$ cat src/rtl/sdram_initiator_if.sv
// Client command/response channel plus the CPU-clock SDRAM port handshake.
// master = the initiator's view, slave = the client/controller side.
interface sdram_initiator_if;
  logic        cmd_valid;
  logic        cmd_ready;
  logic        cmd_write;
  logic [21:0] cmd_addr;
  logic [31:0] cmd_wdata;

  logic        rsp_valid;
  logic        rsp_ready;
  logic        rsp_write;
  logic [31:0] rsp_rdata;
  logic        rsp_timeout;

  logic [21:0] sdram_addr;
  logic [31:0] sdram_data_in;
  logic        sdram_req;
  logic        sdram_write;
  logic        sdram_ready;
  logic        sdram_done;
  logic [31:0] sdram_data_out;

  logic        busy;
  logic [7:0]  err_count;

  modport master (
    input  cmd_valid, cmd_write, cmd_addr, cmd_wdata, rsp_ready,
           sdram_ready, sdram_done, sdram_data_out,
    output cmd_ready, rsp_valid, rsp_write, rsp_rdata, rsp_timeout,
           sdram_addr, sdram_data_in, sdram_req, sdram_write, busy, err_count
  );

  modport slave (
    output cmd_valid, cmd_write, cmd_addr, cmd_wdata, rsp_ready,
           sdram_ready, sdram_done, sdram_data_out,
    input  cmd_ready, rsp_valid, rsp_write, rsp_rdata, rsp_timeout,
           sdram_addr, sdram_data_in, sdram_req, sdram_write, busy, err_count
  );
endinterface

$ cat src/rtl/sdram_initiator.sv
// Single-outstanding SDRAM port initiator: FIFO-buffered commands, one-cycle strobes,
// timeout with a quiet guard period, one response per command, stray-strobe counter.
module sdram_initiator #(
  parameter int FIFO_DEPTH = 4,
  parameter int TIMEOUT    = 64,
  parameter int GUARD      = 16
) (
  input  logic              clk,
  input  logic              reset,
  sdram_initiator_if.master bus
);

  localparam int AW = $clog2(FIFO_DEPTH);
  localparam int TW = $clog2(TIMEOUT + 1);
  localparam int GW = $clog2(GUARD + 1);

  localparam logic [2:0] S_IDLE  = 3'd0;
  localparam logic [2:0] S_ISSUE = 3'd1;
  localparam logic [2:0] S_WAIT  = 3'd2;
  localparam logic [2:0] S_RESP  = 3'd3;
  localparam logic [2:0] S_GUARD = 3'd4;

  logic [54:0]   fifo_q [FIFO_DEPTH];
  logic [AW-1:0] wr_ptr_q, wr_ptr_d, rd_ptr_q, rd_ptr_d;
  logic [AW:0]   count_q, count_d;
  logic          full, empty, push, pop;
  logic [54:0]   head;

  logic [2:0]    state_q, state_d;
  logic          act_write_q, act_write_d;
  logic [21:0]   act_addr_q, act_addr_d;
  logic [31:0]   act_wdata_q, act_wdata_d;
  logic [TW-1:0] timer_q, timer_d;
  logic [GW-1:0] guard_q, guard_d;
  logic          rsp_write_q, rsp_write_d;
  logic [31:0]   rsp_rdata_q, rsp_rdata_d;
  logic          rsp_timeout_q, rsp_timeout_d;
  logic [7:0]    err_q, err_d;
  logic          stray_rdy, stray_dn;
  logic [8:0]    err_sum;

  assign full  = (count_q == (AW+1)'(FIFO_DEPTH));
  assign empty = (count_q == '0);
  assign push  = bus.cmd_valid && !full;
  assign pop   = (state_q == S_IDLE) && !empty;
  assign head  = fifo_q[rd_ptr_q];

  always_ff @(posedge clk) begin
    if (push) begin
      fifo_q[wr_ptr_q] <= {bus.cmd_write, bus.cmd_addr, bus.cmd_wdata};
    end
  end

  always_comb begin
    wr_ptr_d = push ? wr_ptr_q + AW'(1) : wr_ptr_q;
    rd_ptr_d = pop  ? rd_ptr_q + AW'(1) : rd_ptr_q;
    count_d  = count_q;
    if (push && !pop) begin
      count_d = count_q + (AW+1)'(1);
    end else if (pop && !push) begin
      count_d = count_q - (AW+1)'(1);
    end
  end

  always_comb begin
    state_d       = state_q;
    act_write_d   = act_write_q;
    act_addr_d    = act_addr_q;
    act_wdata_d   = act_wdata_q;
    timer_d       = timer_q;
    guard_d       = guard_q;
    rsp_write_d   = rsp_write_q;
    rsp_rdata_d   = rsp_rdata_q;
    rsp_timeout_d = rsp_timeout_q;
    stray_rdy     = bus.sdram_ready;
    stray_dn      = bus.sdram_done;
    case (state_q)
      S_IDLE: begin
        if (!empty) begin
          {act_write_d, act_addr_d, act_wdata_d} = head;
          state_d = S_ISSUE;
        end
      end
      S_ISSUE: begin
        // timer counts cycles since ISSUE, so TIMEOUT-1 is the last legal completion cycle
        timer_d = TW'(1);
        state_d = S_WAIT;
      end
      S_WAIT: begin
        timer_d = timer_q + TW'(1);
        if (act_write_q) begin
          stray_dn = 1'b0;
        end else begin
          stray_rdy = 1'b0;
        end
        if (act_write_q && bus.sdram_done) begin
          rsp_write_d   = 1'b1;
          rsp_rdata_d   = '0;
          rsp_timeout_d = 1'b0;
          state_d       = S_RESP;
        end else if (!act_write_q && bus.sdram_ready) begin
          rsp_write_d   = 1'b0;
          rsp_rdata_d   = bus.sdram_data_out;
          rsp_timeout_d = 1'b0;
          state_d       = S_RESP;
        end else if (timer_q == TW'(TIMEOUT - 1)) begin
          rsp_write_d   = act_write_q;
          rsp_rdata_d   = '0;
          rsp_timeout_d = 1'b1;
          state_d       = S_RESP;
        end
      end
      S_RESP: begin
        if (bus.rsp_ready) begin
          guard_d = '0;
          state_d = rsp_timeout_q ? S_GUARD : S_IDLE;
        end
      end
      S_GUARD: begin
        if (guard_q == GW'(GUARD - 1)) begin
          state_d = S_IDLE;
        end else begin
          guard_d = guard_q + GW'(1);
        end
      end
      default: state_d = S_IDLE;
    endcase
    err_sum = {1'b0, err_q} + 9'(stray_rdy) + 9'(stray_dn);
    err_d   = err_sum[8] ? 8'hFF : err_sum[7:0];
  end

  always_ff @(posedge clk) begin
    if (!reset) begin
      state_q       <= S_IDLE;
      wr_ptr_q      <= '0;
      rd_ptr_q      <= '0;
      count_q       <= '0;
      act_write_q   <= 1'b0;
      act_addr_q    <= '0;
      act_wdata_q   <= '0;
      timer_q       <= '0;
      guard_q       <= '0;
      rsp_write_q   <= 1'b0;
      rsp_rdata_q   <= '0;
      rsp_timeout_q <= 1'b0;
      err_q         <= '0;
    end else begin
      state_q       <= state_d;
      wr_ptr_q      <= wr_ptr_d;
      rd_ptr_q      <= rd_ptr_d;
      count_q       <= count_d;
      act_write_q   <= act_write_d;
      act_addr_q    <= act_addr_d;
      act_wdata_q   <= act_wdata_d;
      timer_q       <= timer_d;
      guard_q       <= guard_d;
      rsp_write_q   <= rsp_write_d;
      rsp_rdata_q   <= rsp_rdata_d;
      rsp_timeout_q <= rsp_timeout_d;
      err_q         <= err_d;
    end
  end

  assign bus.cmd_ready     = !full;
  assign bus.rsp_valid     = (state_q == S_RESP);
  assign bus.rsp_write     = rsp_write_q;
  assign bus.rsp_rdata     = rsp_rdata_q;
  assign bus.rsp_timeout   = rsp_timeout_q;
  assign bus.sdram_addr    = act_addr_q;
  assign bus.sdram_data_in = act_wdata_q;
  assign bus.sdram_req     = (state_q == S_ISSUE) && !act_write_q;
  assign bus.sdram_write   = (state_q == S_ISSUE) && act_write_q;
  assign bus.busy          = (state_q != S_IDLE) || !empty;
  assign bus.err_count     = err_q;

endmodule

$ cat src/flat_wrapper.sv
// flat-port wrapper written by rule: the top's interface ports become plain ports
module sdram_initiator_flat 
#(
  parameter int FIFO_DEPTH = 4,
  parameter int TIMEOUT    = 64,
  parameter int GUARD      = 16
)
  (clk, reset, bus_cmd_valid, bus_cmd_write, bus_cmd_addr, bus_cmd_wdata, bus_rsp_ready, bus_sdram_ready, bus_sdram_done, bus_sdram_data_out, bus_cmd_ready, bus_rsp_valid, bus_rsp_write, bus_rsp_rdata, bus_rsp_timeout, bus_sdram_addr, bus_sdram_data_in, bus_sdram_req, bus_sdram_write, bus_busy, bus_err_count);
  sdram_initiator_if bus_i ();
  input  logic clk;
  input  logic reset;
  input wire logic [$bits(bus_i.cmd_valid)-1:0] bus_cmd_valid;
  input wire logic [$bits(bus_i.cmd_write)-1:0] bus_cmd_write;
  input wire logic [$bits(bus_i.cmd_addr)-1:0] bus_cmd_addr;
  input wire logic [$bits(bus_i.cmd_wdata)-1:0] bus_cmd_wdata;
  input wire logic [$bits(bus_i.rsp_ready)-1:0] bus_rsp_ready;
  input wire logic [$bits(bus_i.sdram_ready)-1:0] bus_sdram_ready;
  input wire logic [$bits(bus_i.sdram_done)-1:0] bus_sdram_done;
  input wire logic [$bits(bus_i.sdram_data_out)-1:0] bus_sdram_data_out;
  output wire logic [$bits(bus_i.cmd_ready)-1:0] bus_cmd_ready;
  output wire logic [$bits(bus_i.rsp_valid)-1:0] bus_rsp_valid;
  output wire logic [$bits(bus_i.rsp_write)-1:0] bus_rsp_write;
  output wire logic [$bits(bus_i.rsp_rdata)-1:0] bus_rsp_rdata;
  output wire logic [$bits(bus_i.rsp_timeout)-1:0] bus_rsp_timeout;
  output wire logic [$bits(bus_i.sdram_addr)-1:0] bus_sdram_addr;
  output wire logic [$bits(bus_i.sdram_data_in)-1:0] bus_sdram_data_in;
  output wire logic [$bits(bus_i.sdram_req)-1:0] bus_sdram_req;
  output wire logic [$bits(bus_i.sdram_write)-1:0] bus_sdram_write;
  output wire logic [$bits(bus_i.busy)-1:0] bus_busy;
  output wire logic [$bits(bus_i.err_count)-1:0] bus_err_count;
  assign bus_i.cmd_valid = bus_cmd_valid;
  assign bus_i.cmd_write = bus_cmd_write;
  assign bus_i.cmd_addr = bus_cmd_addr;
  assign bus_i.cmd_wdata = bus_cmd_wdata;
  assign bus_i.rsp_ready = bus_rsp_ready;
  assign bus_i.sdram_ready = bus_sdram_ready;
  assign bus_i.sdram_done = bus_sdram_done;
  assign bus_i.sdram_data_out = bus_sdram_data_out;
  assign bus_cmd_ready = bus_i.cmd_ready;
  assign bus_rsp_valid = bus_i.rsp_valid;
  assign bus_rsp_write = bus_i.rsp_write;
  assign bus_rsp_rdata = bus_i.rsp_rdata;
  assign bus_rsp_timeout = bus_i.rsp_timeout;
  assign bus_sdram_addr = bus_i.sdram_addr;
  assign bus_sdram_data_in = bus_i.sdram_data_in;
  assign bus_sdram_req = bus_i.sdram_req;
  assign bus_sdram_write = bus_i.sdram_write;
  assign bus_busy = bus_i.busy;
  assign bus_err_count = bus_i.err_count;
  sdram_initiator #(.FIFO_DEPTH(FIFO_DEPTH), .TIMEOUT(TIMEOUT), .GUARD(GUARD)) u_core (.clk(clk), .reset(reset), .bus(bus_i));
endmodule
$ cat config.mk
export PLATFORM = sky130hd
export DESIGN_NAME = sdram_initiator_flat
export DESIGN_NICKNAME = d
export VERILOG_FILES = /design/src/rtl/sdram_initiator_if.sv /design/src/rtl/sdram_initiator.sv /design/src/flat_wrapper.sv
export SDC_FILE = /design/constraint.sdc
export NUM_CORES = 1
export LEC_CHECK = 0
export BUFFER_PORTS_ARGS = -buffer_cell sky130_fd_sc_hd__buf_2
export CAP_MARGIN = 15
export CELL_PAD_IN_SITES_DETAIL_PLACEMENT = 1
export CELL_PAD_IN_SITES_GLOBAL_PLACEMENT = 2
export CORE_UTILIZATION = 43
export CTS_CLUSTER_DIAMETER = 100
export DETAILED_ROUTE_END_ITERATION = 10
export PLACE_DENSITY_LB_ADDON = 0.1
export SLEW_MARGIN = 30
export SYNTH_ARGS = -nofsm -noshare
export SYNTH_HDL_FRONTEND = slang
export SYNTH_SLANG_ARGS = --single-unit
$ cat constraint.sdc
create_clock -name clk -period 4.36 [get_ports clk]
set_clock_uncertainty 0.2 [all_clocks]
set_input_delay 0.654 -clock clk [delete_from_list [all_inputs] [get_ports clk]]
set_output_delay 0.654 -clock clk [all_outputs]
set_load 0.02 [all_outputs]
==> reports/results.ini, run 1 <==
[global_route]
track_usage=0.195
grt_pass1_vias=8075
grt-ovfl-total=0
grt_first_pass_wirelength_mm=46.0
antenna_found_initial=3
grt_max_degree=75

[yosys]
syn-instance-count=878
yosys_warnings=0
synth.net_count=982
synth-seq-area-share=0.704
synthFlopType=edfxtp_1
ys_types=52
syn_avg_cell_area_sq_um=14.5
synth_edf_count=220
syn_area_sq_mm=0.0128
synth-async-reset-ratio=0
ys_seq_elements=339

[setup_path]
crit_chain=nand2b_1, nor3b_1, buf_2
worstPathMaxFanout=24
cp_slowest_cell=dfxtp_1
critPathBufInv=1
start_kind=flop
rrSetupSlack_ps=1470
crit_required_ps=3510
crit_family=flip-flops
end_kind=output port
critical-path-max-stage-delay_ps=840
crit_arrival_ps=2080
path_class=flop to output port

[run_status]
status=finished, final reports clean

[timing]
setup_viol_count_final=0
rsz0062_at_grt=no
fin_ws_ps=1430
fin_setup_tns_ps=0
min_period_ps=2930
hold_viol=0
min_period_over_period=0.672
tightest_slew_ps=867
fmax_mhz=341
drv_slew=0
max_slew_margin=0.422

[floorplan]
dieHeight_um=174
ios=194
dieArea_sq_mm=0.0304
num_rows=62
initial_core_util=0.441
core_sq_mm=0.0289
die_w_um=174

[routing]
drtIter0Drc=385
finalWirelength_mm=29.2
drc=0
ant_nets=0
num_vias=7795
via_per_inst=5.25
firstDrtPassIters=7
wl_per_cell_um=19.7

[cts]
postCtsResizedCells=0
clockBufferDepth=3
hold_buffers=0
cts_buffers=37
clock-sinks=339
post-cts-setup-buffers=0
cts_tree=built
h-tree-depth=2
clock_latency_ps=520
clockRootBuffer=clkbuf_16
path_clk_slew_ps=60

[pwr]
finalPower_mw=9.42
p_leak_nw=5.48
p_per_area_mw_per_mm2=620
ir_drop_v=0.000367

[layout]
drive_above_1_share=0.297
regArea_sq_mm=0.00899
area_growth_pct=19.0
fillerInstances=2919
nNetsFinal=1172
multiInputGateArea_sq_mm=0.00346

[place]
port_buffers=193
dpl_worst_slack_ps=1450
routabilityCongestion=0.799
post-dp-hpwl_mm=18.0

[min_path]
hold_class=input pin to flop

[job]
cap_violations=0

[kinds of logic (layout without fill, tap and decap cells)]
kind of cell	Yosys count	after routing	share of synthesized area
flops	339	339	0.704
xor+xnor	10	10	0.00686
compound gates	132	132	0.0569
simple gates	258	258	0.0920
fa+ha+maj	11	11	0.0120
mux	61	61	0.102
buf+inv	67	286	0.0267
other cells	0	3	0
[path summary, 6_finish.rpt]
kind	start	endpoint	cells after the start
hold reg to reg	u_core.bus.rsp_rdata[3]$_SDFFE_PN0P_	u_core.bus.rsp_rdata[3]$_SDFFE_PN0P_	2
setup reg to reg	u_core.state_q[0]$_SDFFE_PN0P_	u_core.bus.err_count[0]$_SDFF_PN0_	11
hold / removal	bus_cmd_wdata[28]	u_core.fifo_q[2][28]$_DFFE_PP_	1
setup / recovery	u_core.state_q[0]$_SDFFE_PN0P_	bus_sdram_write	3
[stage by stage]
step,cell area [sq um],util,instances,hold slack (ps)
6_report,15200,0.525,1484,145
4_1_cts,15200,0.525,1481,124
3_3_place_gp,14100,0.486,1413,236
3_5_place_dp,14100,0.486,1413,246
5_1_grt,15200,0.525,1482,126
2_1_floorplan,12800,-,878,261
[cells in the mapped netlist (all sizes together) (5+ instances only)]
cell      n  area share
edfxtp  220        0.52
nand2   160       0.047
dfxtp   119        0.19
a21oi    73       0.030
mux4     55       0.097
o21ai    40       0.016
nand4    37       0.018
buf      31       0.016
clkbuf   25      0.0073
nor2     22      0.0065
inv      11      0.0032
ha        9      0.0088
nor3      7      0.0031
mux2i     6      0.0047
nand3     6      0.0024
xnor2     6      0.0041
and2      5      0.0024
[placed cells by master (no fill, tap or decap), drive strengths merged, types with 9 or more instances in the layout]
cell,netlist,routed
ha,9,9
a21oi,73,73
dfxtp,119,119
buf,31,207
nand4,37,37
mux4,55,55
inv,11,12
edfxtp,220,220
clkbuf,25,57
nand2,160,160
clkinv,0,9
nor2,22,22
o21ai,40,40
[cell type report]
cell class | instances | share of cell area
sequential | 339 | 0.592
multi-input combinational | 472 | 0.228
timing repair buffer | 207 | 0.0713
clock buffer | 57 | 0.0679
tap | 384 | 0.0316
clock inverter | 11 | 0.00667
inverter | 11 | 0.00272
antenna | 3 | 0.000494
[power breakdown]
group / internal [mW] / total, mW / leakage, nW / switching, mW
logic: 0.843 / 2.26 / 1.94 / 1.42
registers: 3.92 / 4.23 / 2.99 / 0.308
clock network: 1.70 / 2.94 / 0.549 / 1.23
total: 6.46 / 9.42 / 5.48 / 2.96
[flip-flops by register name (all words and copies together), names as in the netlist, 2 cells and up]
register,cells
u_core.fifo_q,220
u_core.bus.rsp_rdata,32
u_core.bus.sdram_data_in,32
u_core.bus.sdram_addr,22
u_core.bus.err_count,8
u_core.timer_q,7
u_core.guard_q,5
u_core.count_q,3
u_core.state_q,3
u_core.rd_ptr_q,2
u_core.wr_ptr_q,2
[routing by layer]
metal  track usage  routed length (um)  vias to the layer above
li1              -                   -                     3675
met4        0.0563                 551                        0
met1         0.248               12700                     3869
met2         0.335               14400                      213
met3        0.0385                1520                       38
met5             0                   0                        -
(Power assumes the default switching activity.)
==> run 2: changes to the inputs <==
- CORE_UTILIZATION: 43 -> 40
- clock period: 4.36 -> 3 ns (I/O delays scaled with it)
==> reports/results.ini, run 2 (synthesis gave the netlist of run 1 again) <==
[layout]
largest_register_ffs=220  ; unchanged
area_growth_pct=29.4
antennaDiodeCount=0  ; -3
drive_above_1_share=0.298  ; +0.000415
fin_cells=1605  ; +8.2%
largest_register=u_core.fifo_q
nNetsFinal=1277  ; +9.0%
fin_area_sq_mm=0.0165  ; +8.7%
final_common_cell=edfxtp_1
utilization=0.525  ; about the same
final_cell_mix=edfxtp_1, buf_2, nand2_1

[pwr]
switching_power_mw=4.47  ; +51%
p_comb_frac=0.246  ; +0.006
pwr-share-seq=0.418  ; -0.031
p_int_mw=10.1  ; +56%
p_per_area_mw_per_mm2=882  ; +42%
finalPower_mw=14.6  ; +55%
pwr-share-clk=0.336  ; +0.024
swShare=0.306  ; -0.00743
ir_drop_v=0.000586  ; +60%
p_leak_nw=6.06  ; +11%

[setup_path]
reg2reg_from=u_core.count_q[0]$_SDFFE_PN0P_
crit_arrival_ps=1940  ; -140 ps
worstPathMaxFanout=17  ; -29%
rrSetupSlack_ps=510  ; -960 ps
start_kind=flop
cp_slowest_cell=dfxtp_1
crit_chain=buf_4, nor2b_1, and2_1, buf_2
end_kind=output port
critical-path-max-stage-delay_ps=440  ; -400 ps
path_class=flop to output port
crit_required_ps=2350  ; -1160 ps
ff2ff_path_depth=9  ; -2
worstReg2RegEnd=u_core.count_q[2]$_SDFFE_PN0P_

[timing]
fmax_mhz=386
rsz0062_at_grt=no
min_period_ps=2590
drv_slew=0  ; unchanged
hold_slack_ps=189  ; +43.4 ps
hold_viol=0  ; unchanged
max_slew_margin=0.474  ; +0.0521
fin_ws_ps=412  ; -1020 ps
min_period_over_period=0.863
setup_viol_count_final=0  ; unchanged
tightest_slew_ps=789  ; -78.2 ps
fin_setup_tns_ps=0  ; unchanged

[cts]
cts_tree=built
cts_buffers=38  ; +2.7%
clock_latency_ps=530  ; about the same
h-tree-depth=2  ; unchanged
clockBufferDepth=3  ; unchanged
clock-sinks=339  ; unchanged
path_clk_slew_ps=60  ; about the same
post-cts-setup-buffers=0  ; unchanged
clockRootBuffer=clkbuf_16

[routing]
wl_per_cell_um=19.1  ; -2.9%
num_vias=8196  ; +5.1%
dr_wl_met2_mm=15.5  ; +7.5%
firstDrtPassIters=4  ; -3
finalWirelength_mm=30.7  ; +5.0%
drc=0  ; unchanged
route.top_layer_used=met4
drtIter0Drc=378  ; -1.8%
via_per_inst=5.11  ; -2.8%
ant_nets=0  ; unchanged
wl_met3_mm=1.27  ; -17%
wl_met1_mm=13.4  ; +5.0%

[global_route]
grt_pass1_vias=8813  ; +9.1%
grt_first_pass_wirelength_mm=48.8  ; +6.2%
grt-ovfl-total=0  ; unchanged
grt_max_degree=57  ; -24%
track_usage=0.192  ; -0.00281
antenna_found_initial=0  ; -3

[place]
post_dp_cell_area_sq_mm=0.0143  ; +1.8%
post-dp-hpwl_mm=18.3  ; +1.4%
dpl_worst_slack_ps=519  ; -936 ps
port_buffers=193  ; unchanged
post-place-cells=1447  ; +2.4%
routabilityCongestion=0.725  ; -9.2%

[run_status]
status=finished, final reports clean

[floorplan]
ios=194  ; unchanged
dieHeight_um=181  ; +3.6%
num_rows=65  ; +4.8%
core_sq_mm=0.0315  ; +8.8%
dieArea_sq_mm=0.0326  ; +7.4%
initial_core_util=0.406  ; -0.0356
die_w_um=181  ; +3.6%

[min_path]
worstHoldPathCells=4  ; +3
holdPathEnd=u_core.bus.err_count[0]$_SDFF_PN0_
hp-start=bus_sdram_done
hold_class=input pin to flop

[job]
cap_violations=0  ; unchanged

## run 2: changes by cell type in the layout (fill, tap and decap cells not counted), sizes merged
cell	previous run	this run
dlygate4sd3	0	88
buf	207	223
clkbuf	57	45
bufinv	1	7
clkinv	9	14
diode	3	0
clkinvlp	0	2
inv	12	13
## run 2: critical path, delay by kind of cell, from the launching register on
family                 cells  cell delay [ps]
and+or+nand+nor            2              530
buffers and inverters      2              440
DFF                        1              440
## run 2: worst max path at each step
stage / from / endpoint / cells after the start
after CTS: u_core.state_q[1]$_SDFFE_PN0P_ / bus_rsp_valid / 4
after global routing: u_core.state_q[1]$_SDFFE_PN0P_ / bus_rsp_valid / 4
after detailed placement: u_core.count_q[0]$_SDFFE_PN0P_ / u_core.count_q[2]$_SDFFE_PN0P_ / 9
after global placement: u_core.count_q[0]$_SDFFE_PN0P_ / u_core.count_q[2]$_SDFFE_PN0P_ / 9
after floorplan: u_core.count_q[0]$_SDFFE_PN0P_ / u_core.fifo_q[1][0]$_DFFE_PP_ / 3
final: u_core.state_q[1]$_SDFFE_PN0P_ / bus_rsp_valid / 4
## run 2: area by class of cell
class / count / area [sq um]
Timing Repair Buffer: 311 / 2200
Sequential cell: 339 / 8990
Clock buffer: 45 / 1010
Inverter: 11 / 41.3
Multi-Input combinational cell: 472 / 3460
Tap cell: 402 / 503
Clock inverter: 25 / 320
Fill cell: 3149 / 14900
## run 2: power by group through the flow
stage	Sequential (mW)	Clock [mW]	Combinational, mW
2_1_floorplan	6.46	0	2.06
3_3_place_gp	6.18	0	3.53
3_5_place_dp	6.20	0	3.57
4_1_cts	6.11	5.04	3.68
5_1_grt	6.18	5.21	3.94
6_report	6.10	4.90	3.58
## run 2: timing repair
action | 4_1_cts | 5_1_grt
hold endpoints to repair | 253 | 0
gates resized for setup | 0 | 0
hold buffers | 88 | 0
## run 2: routing by layer
layer / GRT usage / up-vias
met1: 0.241 / 4094
li1: - / 3874
met3: 0.0344 / 42
met2: 0.339 / 186
met5: 0 / -
met4: 0.0516 / 0
==> run 3: changes to the inputs <==
- ABC_AREA: not set -> 1
- CORE_UTILIZATION: 40 -> 37
==> reports/results.ini, run 3 <==
[cts]
clock_latency_ps=520  ; about the same
clock-sinks=339  ; unchanged
post-cts-setup-buffers=0  ; unchanged
clockBufferDepth=3  ; unchanged
cts_tree=built
h-tree-depth=2  ; unchanged
hold_buffers=82  ; -6.8%
cts_buffers=39  ; +2.6%
clockRootBuffer=clkbuf_16
path_clk_slew_ps=50  ; about the same
postCtsResizedCells=0  ; unchanged

[global_route]
antenna_found_initial=2  ; +2
grt-ovfl-total=0  ; unchanged
grt_first_pass_wirelength_mm=52.0  ; +6.6%
grt_pass1_vias=9587  ; +8.8%
track_usage=0.187  ; -0.00521
grt_max_degree=112  ; +96%

[floorplan]
num_rows=67  ; +3.1%
initial_core_util=0.379  ; -0.0263
ios=194  ; unchanged
core_sq_mm=0.0339  ; +7.6%
die_w_um=188  ; +4.3%
dieHeight_um=188  ; +4.3%
dieArea_sq_mm=0.0355  ; +8.7%

[timing]
fin_setup_tns_ps=0  ; unchanged
rsz0062_at_grt=no
min_period_over_period=0.814  ; -0.0483
max_slew_margin=0.477  ; +0.00287
tightest_slew_ps=785  ; -4.31 ps
setup_viol_count_final=0  ; unchanged
drv_slew=0  ; unchanged
fmax_mhz=409  ; +5.9%
min_period_ps=2440  ; -145 ps
hold_viol=0  ; unchanged

[yosys]
yosysMostFrequentCell=nor2_1
yosys_warnings=0  ; unchanged
synthAdderAreaFrac=0.0119  ; -0.0000756
ys_types=34  ; -35%
synth-seq-area-share=0.699  ; -0.00445
synth_compound_area_frac=0.132  ; +0.0746
syn-instance-count=1158  ; +32%
synth-async-reset-ratio=0  ; unchanged
synth_area_leaders=edfxtp_1, dfxtp_1, nor2_1, o21ai_0, a31oi_1
synth_edf_count=220  ; unchanged
synth_top_family_by_area=compound AO/OA/AOI/OAI gates
yosys.area_share.simple=0.116  ; +0.0241
synthFlopType=edfxtp_1
synthTopCellsByCount=nor2_1, edfxtp_1, o21ai_0, dfxtp_1, nand2_1
syn_avg_cell_area_sq_um=11.1  ; -24%
syn_area_sq_mm=0.0129  ; +0.64%
synth.net_count=1262  ; +29%
synthMuxAreaShare=0  ; -0.102
yosysTopAreaCell=edfxtp_1
synthXorXnorAreaFrac=0.00136  ; -0.00550
ys_seq_elements=339  ; unchanged
yosys.area.top_type_share=0.514  ; -0.00327

[routing]
num_vias=9286  ; +13%
finalWirelength_mm=32.8  ; +6.9%
drc=0  ; unchanged
drtIter0Drc=372  ; -1.6%
wl_per_cell_um=17.2  ; -9.8%
firstDrtPassIters=4  ; unchanged
ant_nets=0  ; unchanged
via_per_inst=4.88  ; -4.4%

[place]
port_buffers=193  ; unchanged
post-place-cells=1746  ; +21%
post-dp-hpwl_mm=17.9  ; -2.2%
post_dp_cell_area_sq_mm=0.0143  ; about the same
routabilityCongestion=0.744  ; +2.6%

[job]
cap_violations=0  ; unchanged

[layout]
largest_register=u_core.fifo_q
final_cell_mix=nor2_1, edfxtp_1, buf_2
fin_cells=1902  ; +19%
nNetsFinal=1525  ; +19%
multiInputGateArea_sq_mm=0.00338  ; -2.2%
largest_register_ffs=220  ; unchanged
fillerInstances=3678  ; +17%
area_growth_pct=26.7
regArea_sq_mm=0.00899  ; unchanged
final_common_cell=nor2_1
utilization=0.481  ; -0.0441
drive_above_1_share=0.194  ; -0.104
fin_area_sq_mm=0.0163  ; -1.4%

[setup_path]
crit_arrival_ps=2700  ; +760 ps
reg2reg_from=u_core.state_q[0]$_SDFFE_PN0P_
start_kind=flop
path_class=flop to flop
crit_required_ps=3260  ; +910 ps
end_kind=flop
worstPathMaxFanout=8  ; -9
startpoint=u_core.state_q[0]$_SDFFE_PN0P_

[pwr]
p_leak_nw=6.26  ; +3.3%
ir_drop_v=0.000547  ; -6.7%
finalPower_mw=14.3  ; -1.9%
p_per_area_mw_per_mm2=878  ; -0.52%

[min_path]
hp-start=bus_sdram_data_out[8]
hold_class=input pin to flop

[run_status]
status=finished, final reports clean

## run 3: area by class of cell
type	instances	area share
Tap cell	448	0.0344
Antenna cell	3	0.000461
Inverter	43	0.00999
Clock buffer	57	0.0660
Sequential cell	339	0.552
Timing Repair Buffer	291	0.124
Multi-Input combinational cell	707	0.208
Clock inverter	14	0.00507
## run 3: critical path, stage by stage (launching register included)
cell and delay (ps):
dfxtp_1 480, nor2_4 80, nand2_4 120, o21ai_0 120
fa_1 390, inv_1 80, ha_1 190, nand3_1 140
inv_1 120, nand3_1 180, nand2_1 120, o21ai_0 70
inv_1 70
## run 3: cells by family after synthesis
kind of cell	count (synthesis)
simple gates	375
flops	339
compound gates	319
buf+inv	112
fa+ha+maj	11
xor+xnor	2
## run 3: where the power goes
part	internal [mW]	total (mW)	switching (mW)
registers	5.68	6.02	0.342
clock network	2.49	4.29	1.80
logic	1.23	3.98	2.75
total	9.40	14.3	4.89
## run 3: stage by stage
step | setup WS (ps) | hold WS, ps
2_1_floorplan | -840 | 247
3_3_place_gp | 652 | 249
3_5_place_dp | 582 | 256
4_1_cts | 553 | 5.68
5_1_grt | 361 | 10.1
6_report | 557 | 24.7
## run 3: path summary, 6_finish.rpt
kind | end | slack (ps) | depth (start not counted)
hold / removal | u_core.bus.rsp_rdata[8]$_SDFFE_PN0P_ | 20 | 3
setup / recovery | u_core.bus.err_count[5]$_SDFF_PN0_ | 560 | 12
setup reg to reg | u_core.bus.err_count[5]$_SDFF_PN0_ | 560 | 12
hold reg to reg | u_core.bus.rsp_rdata[11]$_SDFFE_PN0P_ | 270 | 2
## run 3: per-layer routing
layer  up-vias  GRT usage  part of all wire
li1       4595          -                 -
met3        43     0.0330             0.041
met2       179      0.329              0.49
met5         -          0                 0
met1      4469      0.236              0.45
met4         0     0.0462             0.017
